**src/rtl/ro_sweep_ctrl.sv**
```systemverilog
// ro_sweep_ctrl: ring-oscillator tap sweep sequencer.
// Steps the ring clock-select code from lo to hi. For each tap it waits a settle
// period, then counts synchronised rising edges of osc_in over a fixed window,
// and hands each count out on a valid/ready result port.
// Optional min/max tracking is compiled in when RO_SWEEP_MINMAX_EN is defined.
module ro_sweep_ctrl #(
    parameter int GATE_CYCLES   = 1024,
    parameter int SETTLE_CYCLES = 16,
    parameter int CNT_W         = 16,
    parameter int SYNC_STAGES   = 2
) (
    input  logic             clk,
    input  logic             reset_n,
    input  logic             start,
    input  logic             continuous,
    input  logic             abort,
    input  logic [3:0]       tap_first,
    input  logic [3:0]       tap_last,
    input  logic             osc_in,
    output logic [3:0]       clksel_out,
    output logic             busy,
    output logic             res_valid,
    input  logic             res_ready,
    output logic [3:0]       res_tap,
    output logic [CNT_W-1:0] res_count,
    output logic             res_overflow,
`ifdef RO_SWEEP_MINMAX_EN
    output logic [3:0]       min_tap,
    output logic [3:0]       max_tap,
    output logic [CNT_W-1:0] min_count,
    output logic [CNT_W-1:0] max_count,
`endif
    output logic             done
);

    localparam int MAXC = (GATE_CYCLES > SETTLE_CYCLES) ? GATE_CYCLES : SETTLE_CYCLES;
    localparam int TW   = (MAXC > 1) ? $clog2(MAXC) : 1;
    localparam logic [TW-1:0]    SETTLE_LAST = TW'(SETTLE_CYCLES - 1);
    localparam logic [TW-1:0]    GATE_LAST   = TW'(GATE_CYCLES - 1);
    localparam logic [CNT_W-1:0] CNT_MAX     = {CNT_W{1'b1}};

    typedef enum logic [1:0] {S_IDLE, S_SETTLE, S_MEASURE, S_REPORT} state_t;

    state_t                 state_reg, state_next;
    logic [SYNC_STAGES-1:0] sync_reg;
    logic                   sync_out;
    logic                   prev_reg, prev_next;
    logic [3:0]             lo_reg, lo_next, hi_reg, hi_next, cur_reg, cur_next;
    logic [TW-1:0]          timer_reg, timer_next;
    logic [CNT_W-1:0]       count_reg, count_next, count_upd;
    logic                   ovf_reg, ovf_next, ovf_upd;
    logic                   res_valid_reg, res_valid_next;
    logic [3:0]             res_tap_reg, res_tap_next;
    logic [CNT_W-1:0]       res_count_reg, res_count_next;
    logic                   res_ovf_reg, res_ovf_next;
    logic                   done_reg, done_next;
    logic [3:0]             clksel_reg, clksel_next;
    logic [3:0]             lo_c, hi_c;
    logic                   edge_det;
`ifdef RO_SWEEP_MINMAX_EN
    logic [3:0]             min_tap_reg, min_tap_next, max_tap_reg, max_tap_next;
    logic [CNT_W-1:0]       min_count_reg, min_count_next, max_count_reg, max_count_next;
    logic                   mm_first_reg, mm_first_next;
`endif

    assign sync_out = sync_reg[SYNC_STAGES-1];

    // Synchroniser shift chain bringing the asynchronous oscillator into clk.
    always_ff @(posedge clk or negedge reset_n) begin
        if (!reset_n) begin
            sync_reg <= '0;
        end else begin
            sync_reg <= {sync_reg[SYNC_STAGES-2:0], osc_in};
        end
    end

    // State and datapath registers.
    always_ff @(posedge clk or negedge reset_n) begin
        if (!reset_n) begin
            state_reg     <= S_IDLE;
            prev_reg      <= 1'b0;
            lo_reg        <= '0;
            hi_reg        <= '0;
            cur_reg       <= '0;
            timer_reg     <= '0;
            count_reg     <= '0;
            ovf_reg       <= 1'b0;
            res_valid_reg <= 1'b0;
            res_tap_reg   <= '0;
            res_count_reg <= '0;
            res_ovf_reg   <= 1'b0;
            done_reg      <= 1'b0;
            clksel_reg    <= '0;
`ifdef RO_SWEEP_MINMAX_EN
            min_tap_reg   <= '0;
            max_tap_reg   <= '0;
            min_count_reg <= '0;
            max_count_reg <= '0;
            mm_first_reg  <= 1'b0;
`endif
        end else begin
            state_reg     <= state_next;
            prev_reg      <= prev_next;
            lo_reg        <= lo_next;
            hi_reg        <= hi_next;
            cur_reg       <= cur_next;
            timer_reg     <= timer_next;
            count_reg     <= count_next;
            ovf_reg       <= ovf_next;
            res_valid_reg <= res_valid_next;
            res_tap_reg   <= res_tap_next;
            res_count_reg <= res_count_next;
            res_ovf_reg   <= res_ovf_next;
            done_reg      <= done_next;
            clksel_reg    <= clksel_next;
`ifdef RO_SWEEP_MINMAX_EN
            min_tap_reg   <= min_tap_next;
            max_tap_reg   <= max_tap_next;
            min_count_reg <= min_count_next;
            max_count_reg <= max_count_next;
            mm_first_reg  <= mm_first_next;
`endif
        end
    end

    // Next-state, counting and result logic; abort overrides every transition.
    always_comb begin
        state_next     = state_reg;
        prev_next      = prev_reg;
        lo_next        = lo_reg;
        hi_next        = hi_reg;
        cur_next       = cur_reg;
        timer_next     = timer_reg;
        count_next     = count_reg;
        ovf_next       = ovf_reg;
        res_valid_next = res_valid_reg;
        res_tap_next   = res_tap_reg;
        res_count_next = res_count_reg;
        res_ovf_next   = res_ovf_reg;
        done_next      = 1'b0;
`ifdef RO_SWEEP_MINMAX_EN
        min_tap_next   = min_tap_reg;
        max_tap_next   = max_tap_reg;
        min_count_next = min_count_reg;
        max_count_next = max_count_reg;
        mm_first_next  = mm_first_reg;
`endif

        // Codes 0 and 1 are plain clk, so the sweep never goes below 2.
        lo_c = (tap_first < 4'd2) ? 4'd2 : tap_first;
        hi_c = (tap_last < lo_c) ? lo_c : tap_last;

        // Saturating edge count; overflow marks an edge lost to saturation.
        edge_det  = sync_out & ~prev_reg;
        count_upd = count_reg;
        ovf_upd   = ovf_reg;
        if (edge_det) begin
            if (count_reg == CNT_MAX) begin
                ovf_upd = 1'b1;
            end else begin
                count_upd = count_reg + CNT_W'(1);
            end
        end

        if (abort) begin
            state_next     = S_IDLE;
            res_valid_next = 1'b0;
            timer_next     = '0;
        end else begin
            case (state_reg)
                S_IDLE: begin
                    if (start) begin
                        lo_next    = lo_c;
                        hi_next    = hi_c;
                        cur_next   = lo_c;
                        timer_next = '0;
                        state_next = S_SETTLE;
`ifdef RO_SWEEP_MINMAX_EN
                        min_tap_next   = '0;
                        max_tap_next   = '0;
                        min_count_next = '0;
                        max_count_next = '0;
                        mm_first_next  = 1'b1;
`endif
                    end
                end
                S_SETTLE: begin
                    // Track the oscillator so the window does not open on a false edge.
                    prev_next  = sync_out;
                    count_next = '0;
                    ovf_next   = 1'b0;
                    if (timer_reg == SETTLE_LAST) begin
                        timer_next = '0;
                        state_next = S_MEASURE;
                    end else begin
                        timer_next = timer_reg + TW'(1);
                    end
                end
                S_MEASURE: begin
                    prev_next  = sync_out;
                    count_next = count_upd;
                    ovf_next   = ovf_upd;
                    if (timer_reg == GATE_LAST) begin
                        timer_next     = '0;
                        res_tap_next   = cur_reg;
                        res_count_next = count_upd;
                        res_ovf_next   = ovf_upd;
                        res_valid_next = 1'b1;
                        state_next     = S_REPORT;
                    end else begin
                        timer_next = timer_reg + TW'(1);
                    end
                end
                S_REPORT: begin
                    if (res_valid_reg && res_ready) begin
                        res_valid_next = 1'b0;
`ifdef RO_SWEEP_MINMAX_EN
                        if (mm_first_reg || (res_count_reg < min_count_reg)) begin
                            min_count_next = res_count_reg;
                            min_tap_next   = res_tap_reg;
                        end
                        if (mm_first_reg || (res_count_reg > max_count_reg)) begin
                            max_count_next = res_count_reg;
                            max_tap_next   = res_tap_reg;
                        end
                        mm_first_next = 1'b0;
`endif
                        if (cur_reg < hi_reg) begin
                            cur_next   = cur_reg + 4'd1;
                            state_next = S_SETTLE;
                        end else if (continuous) begin
                            cur_next   = lo_reg;
                            state_next = S_SETTLE;
                        end else begin
                            done_next  = 1'b1;
                            state_next = S_IDLE;
                        end
                    end
                end
                default: begin
                    state_next = S_IDLE;
                end
            endcase
        end

        // The ring runs only while a sweep is active.
        clksel_next = (state_next == S_IDLE) ? 4'd0 : cur_next;
    end

    assign busy         = (state_reg != S_IDLE);
    assign clksel_out   = clksel_reg;
    assign res_valid    = res_valid_reg;
    assign res_tap      = res_tap_reg;
    assign res_count    = res_count_reg;
    assign res_overflow = res_ovf_reg;
    assign done         = done_reg;
`ifdef RO_SWEEP_MINMAX_EN
    assign min_tap      = min_tap_reg;
    assign max_tap      = max_tap_reg;
    assign min_count    = min_count_reg;
    assign max_count    = max_count_reg;
`endif

endmodule

```
**config.mk**
```make
export PLATFORM = sky130hd
export DESIGN_NAME = ro_sweep_ctrl
export DESIGN_NICKNAME = d
export VERILOG_FILES = /design/src/rtl/ro_sweep_ctrl.sv
export SDC_FILE = /design/constraint.sdc
export NUM_CORES = 1
export LEC_CHECK = 0
export CORE_MARGIN = 2
export CORE_UTILIZATION = 57
export CTS_CLUSTER_DIAMETER = 100
export CTS_CLUSTER_SIZE = 25
export DETAILED_ROUTE_END_ITERATION = 8
export PLACE_DENSITY = 0.8
export SETUP_SLACK_MARGIN = 0.1
export SYNTH_ARGS = -nofsm -noshare
export SYNTH_HDL_FRONTEND = slang
export SYNTH_SLANG_ARGS = --single-unit
```
**constraint.sdc**
```tcl
create_clock -name clk -period 2.13 [get_ports clk]
set_clock_uncertainty 0.05 [all_clocks]
set_input_delay 0.426 -clock clk [delete_from_list [all_inputs] [get_ports clk]]
set_output_delay 0.426 -clock clk [all_outputs]
set_load 0.01 [all_outputs]
```
==> impl_metrics.toml <==
[run_status]
status = "finished clean"

[global_routing]
grt_max_degree = 30
top_usage_layer = "met2"
overflow = 0
grtUsageMet1_pct = 35.4
globalRouteMet3Util_pct = 3.58
grt_util_all_layers_pct = 27.0
use_met2_pct = 45.5
grt_pass1_wl_um = 16400
grt_pass1_vias = 3644
antenna_found_initial = 0

[routing]
drc = 0
num_vias = 3757
ant_nets = 0
drt_wl_total_um = 9900
drtPass1Iterations = 5
vias_per_cell = 5.87
first_iter_violations = 244
post_drt_wl_per_cell_um = 15.5

[synth]
synth_top_area_share_pct = 44.2
ys_warn_count = 0
yosys.area.top_type = "dfrtp_1"
synth-edff-count = 0
syn_inst = 454
syn-num-nets = 482
syn_area_um2 = 4020
ys_seq_area_share_pct = 44.2
yosysMostFrequentCell = "dfrtp_1"
ys_ff_latch = 71
synthTopCellsByCount = "71 x dfrtp_1, 68 x nand2_1, 42 x nor2_1"
netlist_top_cells_area = "dfrtp_1 44%, nand2_1 6.3%, ha_1 4.0%"
synth_flop_cell = "dfrtp_1"
async_flop_share_pct = 100
syn_area_per_cell_um2 = 8.86
synth_cell_types = 61

[flow_run]
maxCapViolCount = 0

[critical_path]
cp_data_required_time_ps = 2340
arrival_ps = 2250
start_kind = "register"
worstPathMaxFanout = 6
cp-end-kind = "register"
crit_type = "register to register"
cp_slowest_cell = "dfrtp_1"
slowest_delay_ps = 360
cp_cell_sequence = "inv_1 > ha_1 > o21ai_2 > nor2b_1 > buf_4 > o41ai_2 > a311oi_2 > nor2_2 > a31oi_1"

[placed_design]
port_buffers = 42
dpl.hpwl_um = 7130
place_congestion = 0.904
place_inst = 616

[clocking]
htree_levels = 3
cts_made_buffers = 9
cts_sinks = 71
clockBufferDepth = 2
ctsRootBufferMaster = "clkbuf_8"
cts_tree = "built"
path_clk_slew_ps = 80
clock_latency_ps = 350

[timing]
setup_violations = 0
min_period_ps = 2040
period_share_pct = 96.0
tightest_slew_ps = 427
max_slew_margin_pct = 71.2
slew_violations = 0
clock.fmax_mhz = 489
hold_violations = 0
rsz0062_at_grt = "yes"

[power]
p_seq_share_pct = 32.3
total_power_w = 0.00521
switching_share_pct = 36.6
p_int_w = 0.00330
p_clk_share_pct = 24.9
power_density_nw_per_um2 = 991
combPwrFrac_pct = 42.9
power_switching_w = 0.00191
leakage_nw = 2.29
peakVddDrop_mv = 0.673

[layout]
final_cells = 640
drive_above_1_share_pct = 21.1
antenna_cells = 0
syn_to_final_growth_pct = 30.8
final_nets = 567

[floorplan]
die_x_um = 88.0
fp.dieH_um = 88.0
rows = 30
initial_core_util_pct = 59.2
die_area_um2 = 7740
core-area_um2 = 6790
boundaryPins = 43

[min_path]
hp-class = "register to register"
[per-stage QoR]
step / instance area, um^2 / worst slack (ps) / TNS (ps) / util, % / hold WS [ps]
after detailed placement: 4820 / -342 / -915 / 70.9 / 286
after floorplan: 4020 / 158 / 0 / - / 80.4
final: 5260 / 86.0 / 0 / 77.4 / 303
after global routing: 5260 / 2.97 / 0 / 77.4 / 326
after global placement: 4820 / -142 / -257 / 70.9 / 282
after CTS: 5130 / 70.3 / 0 / 75.5 / 305
[power groups by stage]
stage | clock [W] | combinational [W] | sequential (W)
floorplan | 0 | 0.00115 | 0.00173
global placement | 0 | 0.00189 | 0.00170
detailed placement | 0 | 0.00195 | 0.00172
CTS | 0.00132 | 0.00207 | 0.00168
global route | 0.00137 | 0.00246 | 0.00171
finish | 0.00130 | 0.00224 | 0.00168
[worst paths after layout]
path	end	slack, ps	cells after the start	start
min reg2reg	sync_reg[1]$_DFF_PN0_	300	0	sync_reg[0]$_DFF_PN0_
min in group asynchronous	state_reg[0]$_DFF_PN0_	470	2	reset_n
max in group asynchronous	count_reg[14]$_DFFE_PN0P_	960	3	reset_n
max	clksel_out[2]$_DFF_PN0_	90	9	hi_reg[2]$_DFFE_PN0P_
min	sync_reg[1]$_DFF_PN0_	300	0	sync_reg[0]$_DFF_PN0_
max reg2reg	clksel_out[2]$_DFF_PN0_	90	9	hi_reg[2]$_DFFE_PN0P_
[what timing repair did]
action,CTS,global route
hold endpoints to repair,11,0
pin swaps,3,12
hold buffers,1,0
setup buffers,2,5
gates resized for setup,15,25
endpoints found under the setup margin,22,44
[logic make-up (layout without fill, tap and decap cells)]
| logic type | Yosys count | count (layout) | share of synthesized area [%] |
|---|---|---|---|
| adders and majority gates | 13 | 13 | 4.04 |
| and+or+nand+nor | 189 | 189 | 23.0 |
| DFF | 71 | 71 | 44.2 |
| muxes | 12 | 12 | 3.08 |
| AOI/OAI and AO/OA | 116 | 116 | 18.2 |
| buffers and inverters | 39 | 129 | 4.45 |
| xor gates and xnor gates | 14 | 14 | 3.05 |
[worst max-delay path: cells and delay by family, from the launching register on]
family                   cells  cell delay, ps
buffers and inverters        2             230
AND/OR/NAND/NOR              2             280
adder cells (fa/ha/maj)      1             300
AO/OA/AOI/OAI                4             740
flip-flops                   1             360
[placed cells by master, fill, tap and decap left out, types with 4 or more instances in the layout]
cell	count
and3_1	6
buf_4	52
mux2i_1	9
dfrtp_1	70
ha_1	10
xor2_1	6
nand2_1	67
a21oi_1	20
nor3_2	6
nor2b_1	6
nor3_1	5
xnor2_1	8
nor2_1	39
inv_1	14
o21ai_1	15
o22ai_1	4
o21ai_0	29
clkbuf_8	9
nand4_1	7
clkdlybuf4s50_1	39
nand3_1	14
a31oi_1	6
o31ai_1	4
nand2b_1	7
and2_1	4
[cell type report]
type	count	area [um^2]
Sequential cell	71	1780
Inverter	16	60.1
Tap cell	96	120
Multi-Input combinational cell	344	2210
Clock buffer	11	131
Clock inverter	5	106
Timing Repair Buffer	97	857
Fill cell	478	1530
[layer usage]
metal	vias to the layer above	routed length (um)
li1	1786	-
met1	1818	4380
met2	134	4880
met3	19	441
met4	0	193
met5	-	0
Power figures use the tool's default switching activity.
==> edit 1, RTL diff (same settings) <==
Add a define of `RO_SWEEP_MINMAX_EN`.
--- a/src/rtl/ro_sweep_ctrl.sv
+++ b/src/rtl/ro_sweep_ctrl.sv
@@ -3,6 +3,8 @@
 // period, then counts synchronised rising edges of osc_in over a fixed window,
 // and hands each count out on a valid/ready result port.
 // Optional min/max tracking is compiled in when RO_SWEEP_MINMAX_EN is defined.
+`define RO_SWEEP_MINMAX_EN
+
 module ro_sweep_ctrl #(
     parameter int GATE_CYCLES   = 1024,
     parameter int SETTLE_CYCLES = 16,
Function (old outputs only; new: max_count, max_tap, min_count and min_tap): kept (Yosys induction, for registers that start in step).
==> edit 1 against the original RTL <==
The flow now finishes with violations (negative setup slack). Worst setup slack got worse by 0.49 ns. Final cell count rose by 61%. Synthesized cell count rose by 46%. Global-route usage rose by 9.1 points. Fmax fell by 19%. Wire length rose by 130%. Final area rose by 80%. Synthesized area rose by 59%. Sequential share of layout area fell by 4.1 points. Sequential cell count rose by 41. Count of clock-buffer cells in the layout fell by 1. Total power rose by 69%.
==> edit 1: results (changes against the original RTL) <==
- The flow ran to the end, but the final reports show violations.
- The checks that failed: negative setup slack.
- The worst-margin pin slew came to 0.504 ns (+0.0775 ns).
- The fraction of final layout cells with drive strength greater than 1 is 0.343 (+0.132).
- The highest ir drop seen on vdd is 0.852 mV (+27%).
- The routability-driven placement congestion ratio was 0.915 (+1.2%).
- In the post-synthesis netlist, the biggest area contributors are sky130_fd_sc_hd__dfrtp_1 (44%), sky130_fd_sc_hd__ha_1 (8.6%), sky130_fd_sc_hd__mux2_1 (7.7%).
- The final setup violation count is 44 (+44).
- The path type of the worst min-delay path is reg2reg.
- The sequential-to-total area share from yosys stat came to 0.438 (-0.00415).
- The area share of fa/ha/maj cells after synthesis was 0.0860 (+0.0455).
- The aggregate negative setup slack is -13.15 ns (-13.15 ns).
- The placed wire-length estimate after detailed placement is 13600 um (+91%).
- The violation count after the first detailed-route iteration was 581 (+140%).
- The area of placed instances is 0.00844 mm2 (+75%).
- The net count of the finished layout is 947 (+67%).
- Counting instances in the post-synthesis netlist gives the leading cell types as sky130_fd_sc_hd__dfrtp_1 (112), sky130_fd_sc_hd__nor2_1 (55), sky130_fd_sc_hd__nand2_1 (53).
- The count of mapped cells out of synthesis is 665 (+46%).
- The share of synthesized area spent on multiplexers is 0.104 (+0.0735).
- The final worst slack is -0.400 ns (-0.486 ns).
- The overall global routing resource usage is 0.361 (+0.0910).
- The detailed-route wire length per cell is 21.8 um (+41%).
- The count of pins over their slew limit is 0 (unchanged).
- The count of clock tree sinks came to 112 (+58%).
- The number of port buffers is 82 (+95%).
- The maximum level of the CTS H-tree is 3 (unchanged).
- The maximum number of pins on one net before global-route repair came to 53 (+77%).
- The number of distinct library cells after synthesis is 57 (-6.6%).
- The xor and xnor fraction of the mapped netlist area came to 0.0191 (-0.0113).
- The placed cell count is 991 (+61%).
- The leakage dissipation is 4.34 nW (+89%).
- The arrival time of data at the critical path endpoint is 2.77 ns (+0.52 ns).
- The wire length after detailed routing is 22500 um (+130%).
- The latest clock arrival within the worst-skew pair is 0.40 ns (+0.05 ns).
- The number of global-route vias before repair came to 6267 (+72%).
- The net count after synthesis is 724 (+50%).
- The post-CTS clock slew at the launch and capture registers of the worst setup and hold paths came to 0.10 ns (+0.02 ns).
- The worst setup timing slack at the placement stage is -0.441 ns (-0.0988 ns).
- The per-cell via count in the routed design came to 6.07 (+3.4%).
- The length in cells of the worst reg-to-reg path was 10 (+1).
- The maximum clock path buffer count is 2 (unchanged).
- The root buffer cell is sky130_fd_sc_hd__clkbuf_8.
- The first-pass GRT wire length is 32800 um (+100%).
- The fraction of the mapped netlist area in compound gates is 0.136 (-0.0462).
[edit 1: changes by cell type after synthesis, sizes merged, moves of 6 or more]
cell / unedited run / this run
nand4: 9 / 16
mux2i: 9 / 15
nand2: 68 / 53
mux2: 3 / 46
and2: 4 / 24
inv: 16 / 49
ha: 13 / 44
nor2: 44 / 55
a21oi: 21 / 41
dfrtp: 71 / 112
[edit 1: area by class of cell]
type                       count  area, um2
multi-input combinational    472       3930
clock buffer                  10        138
inverter                      49        186
clock inverter                 4       70.1
tap                          140        175
timing repair buffer         244       2160
sequential                   112       2810
fill                         513       1410
[edit 1: timing repair]
action,4_1_cts,5_1_grt
pin swaps,5,17
hold buffers,1,0
setup buffers,7,17
gates resized for setup,87,60
setup endpoints to repair,63,93
cloned,2,0
endpoints found under the hold margin,31,0
[edit 1: critical path, stage by stage, from the launching register on]
cell and delay (ns):
sky130_fd_sc_hd__dfrtp_1 0.37, sky130_fd_sc_hd__inv_1 0.09, sky130_fd_sc_hd__ha_4 0.28, sky130_fd_sc_hd__nand4_1 0.16, sky130_fd_sc_hd__buf_4 0.19, sky130_fd_sc_hd__nor2_1 0.13, sky130_fd_sc_hd__o21ai_0 0.14, sky130_fd_sc_hd__a221oi_2 0.32
sky130_fd_sc_hd__buf_4 0.22, sky130_fd_sc_hd__buf_8 0.16, sky130_fd_sc_hd__mux2_4 0.32
[edit 1: worst paths after layout]
kind                                                start                  endpoint  slack, ns
worst max-delay path            max_count[15]$_DFFE_PN0P_  max_count[2]$_DFFE_PN0P_      -0.40
worst min-delay path                sync_reg[0]$_DFF_PN0_     sync_reg[1]$_DFF_PN0_       0.32
worst max register to register  max_count[15]$_DFFE_PN0P_  max_count[2]$_DFFE_PN0P_      -0.40
worst min register to register      sync_reg[0]$_DFF_PN0_     sync_reg[1]$_DFF_PN0_       0.32
max in group asynchronous                         reset_n    state_reg[0]$_DFF_PN0_       0.82
min in group asynchronous                         reset_n            done$_DFF_PN0_       0.48
[edit 1: per-layer routing]
| metal | wire length, um | global-route usage | share of wire |
|---|---|---|---|
| met5 | 0 | 0 | 0 |
| met3 | 1790 | 0.0935 | 0.079 |
| met4 | 762 | 0.132 | 0.034 |
| met2 | 11000 | 0.598 | 0.49 |
| met1 | 8930 | 0.457 | 0.40 |
[edit 1: kinds of logic (layout without fill, tap and decap cells)]
logic type	after synthesis	in the layout
adder cells (fa/ha/maj)	44	44
AND/OR/NAND/NOR	212	212
AO/OA/AOI/OAI	141	141
multiplexers	61	61
buffers and inverters	81	307
XOR/XNOR	14	14
flip-flops	112	112
[edit 1: power by group]
part / switching (mW) / internal, mW
clock: 0.724 / 0.679
combinational: 2.45 / 2.30
sequential: 0.228 / 2.42
==> edit 2, RTL diff (same settings) <==
Without the edit above. Re-encode `state_t` (4 states) as one-hot, 4 bits wide.
--- a/src/rtl/ro_sweep_ctrl.sv
+++ b/src/rtl/ro_sweep_ctrl.sv
@@ -39,7 +39,7 @@
     localparam logic [TW-1:0]    GATE_LAST   = TW'(GATE_CYCLES - 1);
     localparam logic [CNT_W-1:0] CNT_MAX     = {CNT_W{1'b1}};
 
-    typedef enum logic [1:0] {S_IDLE, S_SETTLE, S_MEASURE, S_REPORT} state_t;
+    typedef enum logic [3:0] {S_IDLE = 4'b0001, S_SETTLE = 4'b0010, S_MEASURE = 4'b0100, S_REPORT = 4'b1000} state_t;
 
     state_t                 state_reg, state_next;
     logic [SYNC_STAGES-1:0] sync_reg;
Function: no difference found for any inputs over 10 cycles, from zero or initial values and one cycle with reset_n low; not proved beyond that.
==> edit 2 against the original RTL <==
The run now ends with negative setup slack left. Worst setup slack worse by 0.092 ns. Count of clock-buffer cells in the layout is 1 lower. Final area is 6.6% higher. Synthesized area is 2.2% higher. Wire length is 31% higher. Sequential cell count is 2 higher. Fmax is 4.3% lower. Die area is 2.1% higher. Largest cell class unchanged.
Power is not compared: it rests on default switching activity, and its combinational part moved more than twofold at a synthesized area within 25%.
==> edit 2: results (changes against the original RTL) <==
- The met3 usage in global routing came to 0.0480 (+0.0122).
- The per-cell via count in the routed design came to 6.50 (+11%).
- The worst setup path startpoint is timer_reg[4]$_DFFE_PN0P_.
- The fraction of final layout cells with drive strength greater than 1 is 0.254 (+0.0427).
- The worst setup timing slack at the placement stage was -0.184 ns (+0.158 ns).
- The aggregate negative setup slack is -0.0200 ns (-0.0200 ns).
- The number of buffers added for setup after CTS is 5 (+3).
- The net count after synthesis was 470 (-2.5%).
- The detailed-routing wirelength on met1 came to 5230 um (+19%).
- The global-route track usage on met1 came to 0.426 (+0.0718).
- The flow ran to the end, but the final reports show violations.
- The maximum number of pins on one net before global-route repair is 39 (+30%).
- The violation count after the first detailed-route iteration is 463 (+90%).
- The overall via count from detail_route was 4232 (+13%).
- The final worst slack is -0.00644 ns (-0.0925 ns).
- The routability-driven placement congestion ratio is 0.927 (+2.6%).
- The number of filler cells placed in the layout is 398 (-17%).
- The overall global routing resource usage is 0.292 (+0.0213).
- The detailed-route wire length per cell came to 19.9 um (+28%).
- The area share of fa/ha/maj cells after synthesis is 0.0274 (-0.0130).
- The final hold slack is 0.318 ns (+0.0145 ns).
- The peak per-stage delay on the critical path came to 0.55 ns (+0.19 ns).
- The checks that failed: negative setup slack.
- The share of synthesized area spent on multiplexers is 0.0198 (-0.0110).
- The final setup violation count came to 4 (+4).
- The met2 usage in global routing was 0.450 (-0.00407).
- The placed cell count was 615 (-0.16%).
## edit 2: changes by cell type in the layout (fill, tap and decap cells not counted), moves of 5 or more
| cell | delta |
|---|---|
| sky130_fd_sc_hd__and4_1 | +5 |
| sky130_fd_sc_hd__a31oi_1 | +10 |
| sky130_fd_sc_hd__nor3_2 | -5 |
| sky130_fd_sc_hd__ha_1 | -5 |
| sky130_fd_sc_hd__nor2_1 | -13 |
| sky130_fd_sc_hd__a21oi_1 | +12 |
| sky130_fd_sc_hd__buf_4 | +12 |
| sky130_fd_sc_hd__nand2_1 | -13 |
| sky130_fd_sc_hd__buf_6 | +5 |
| sky130_fd_sc_hd__o21ai_1 | -15 |
## edit 2: cell type report
class,instances,area (um2),share of cell area
multi-input combinational,335,2370,0.423
clock buffer,10,128,0.0228
timing repair buffer,117,1040,0.185
sequential,73,1830,0.326
tap,96,120,0.0214
inverter,14,52.6,0.00937
clock inverter,6,67.6,0.0121
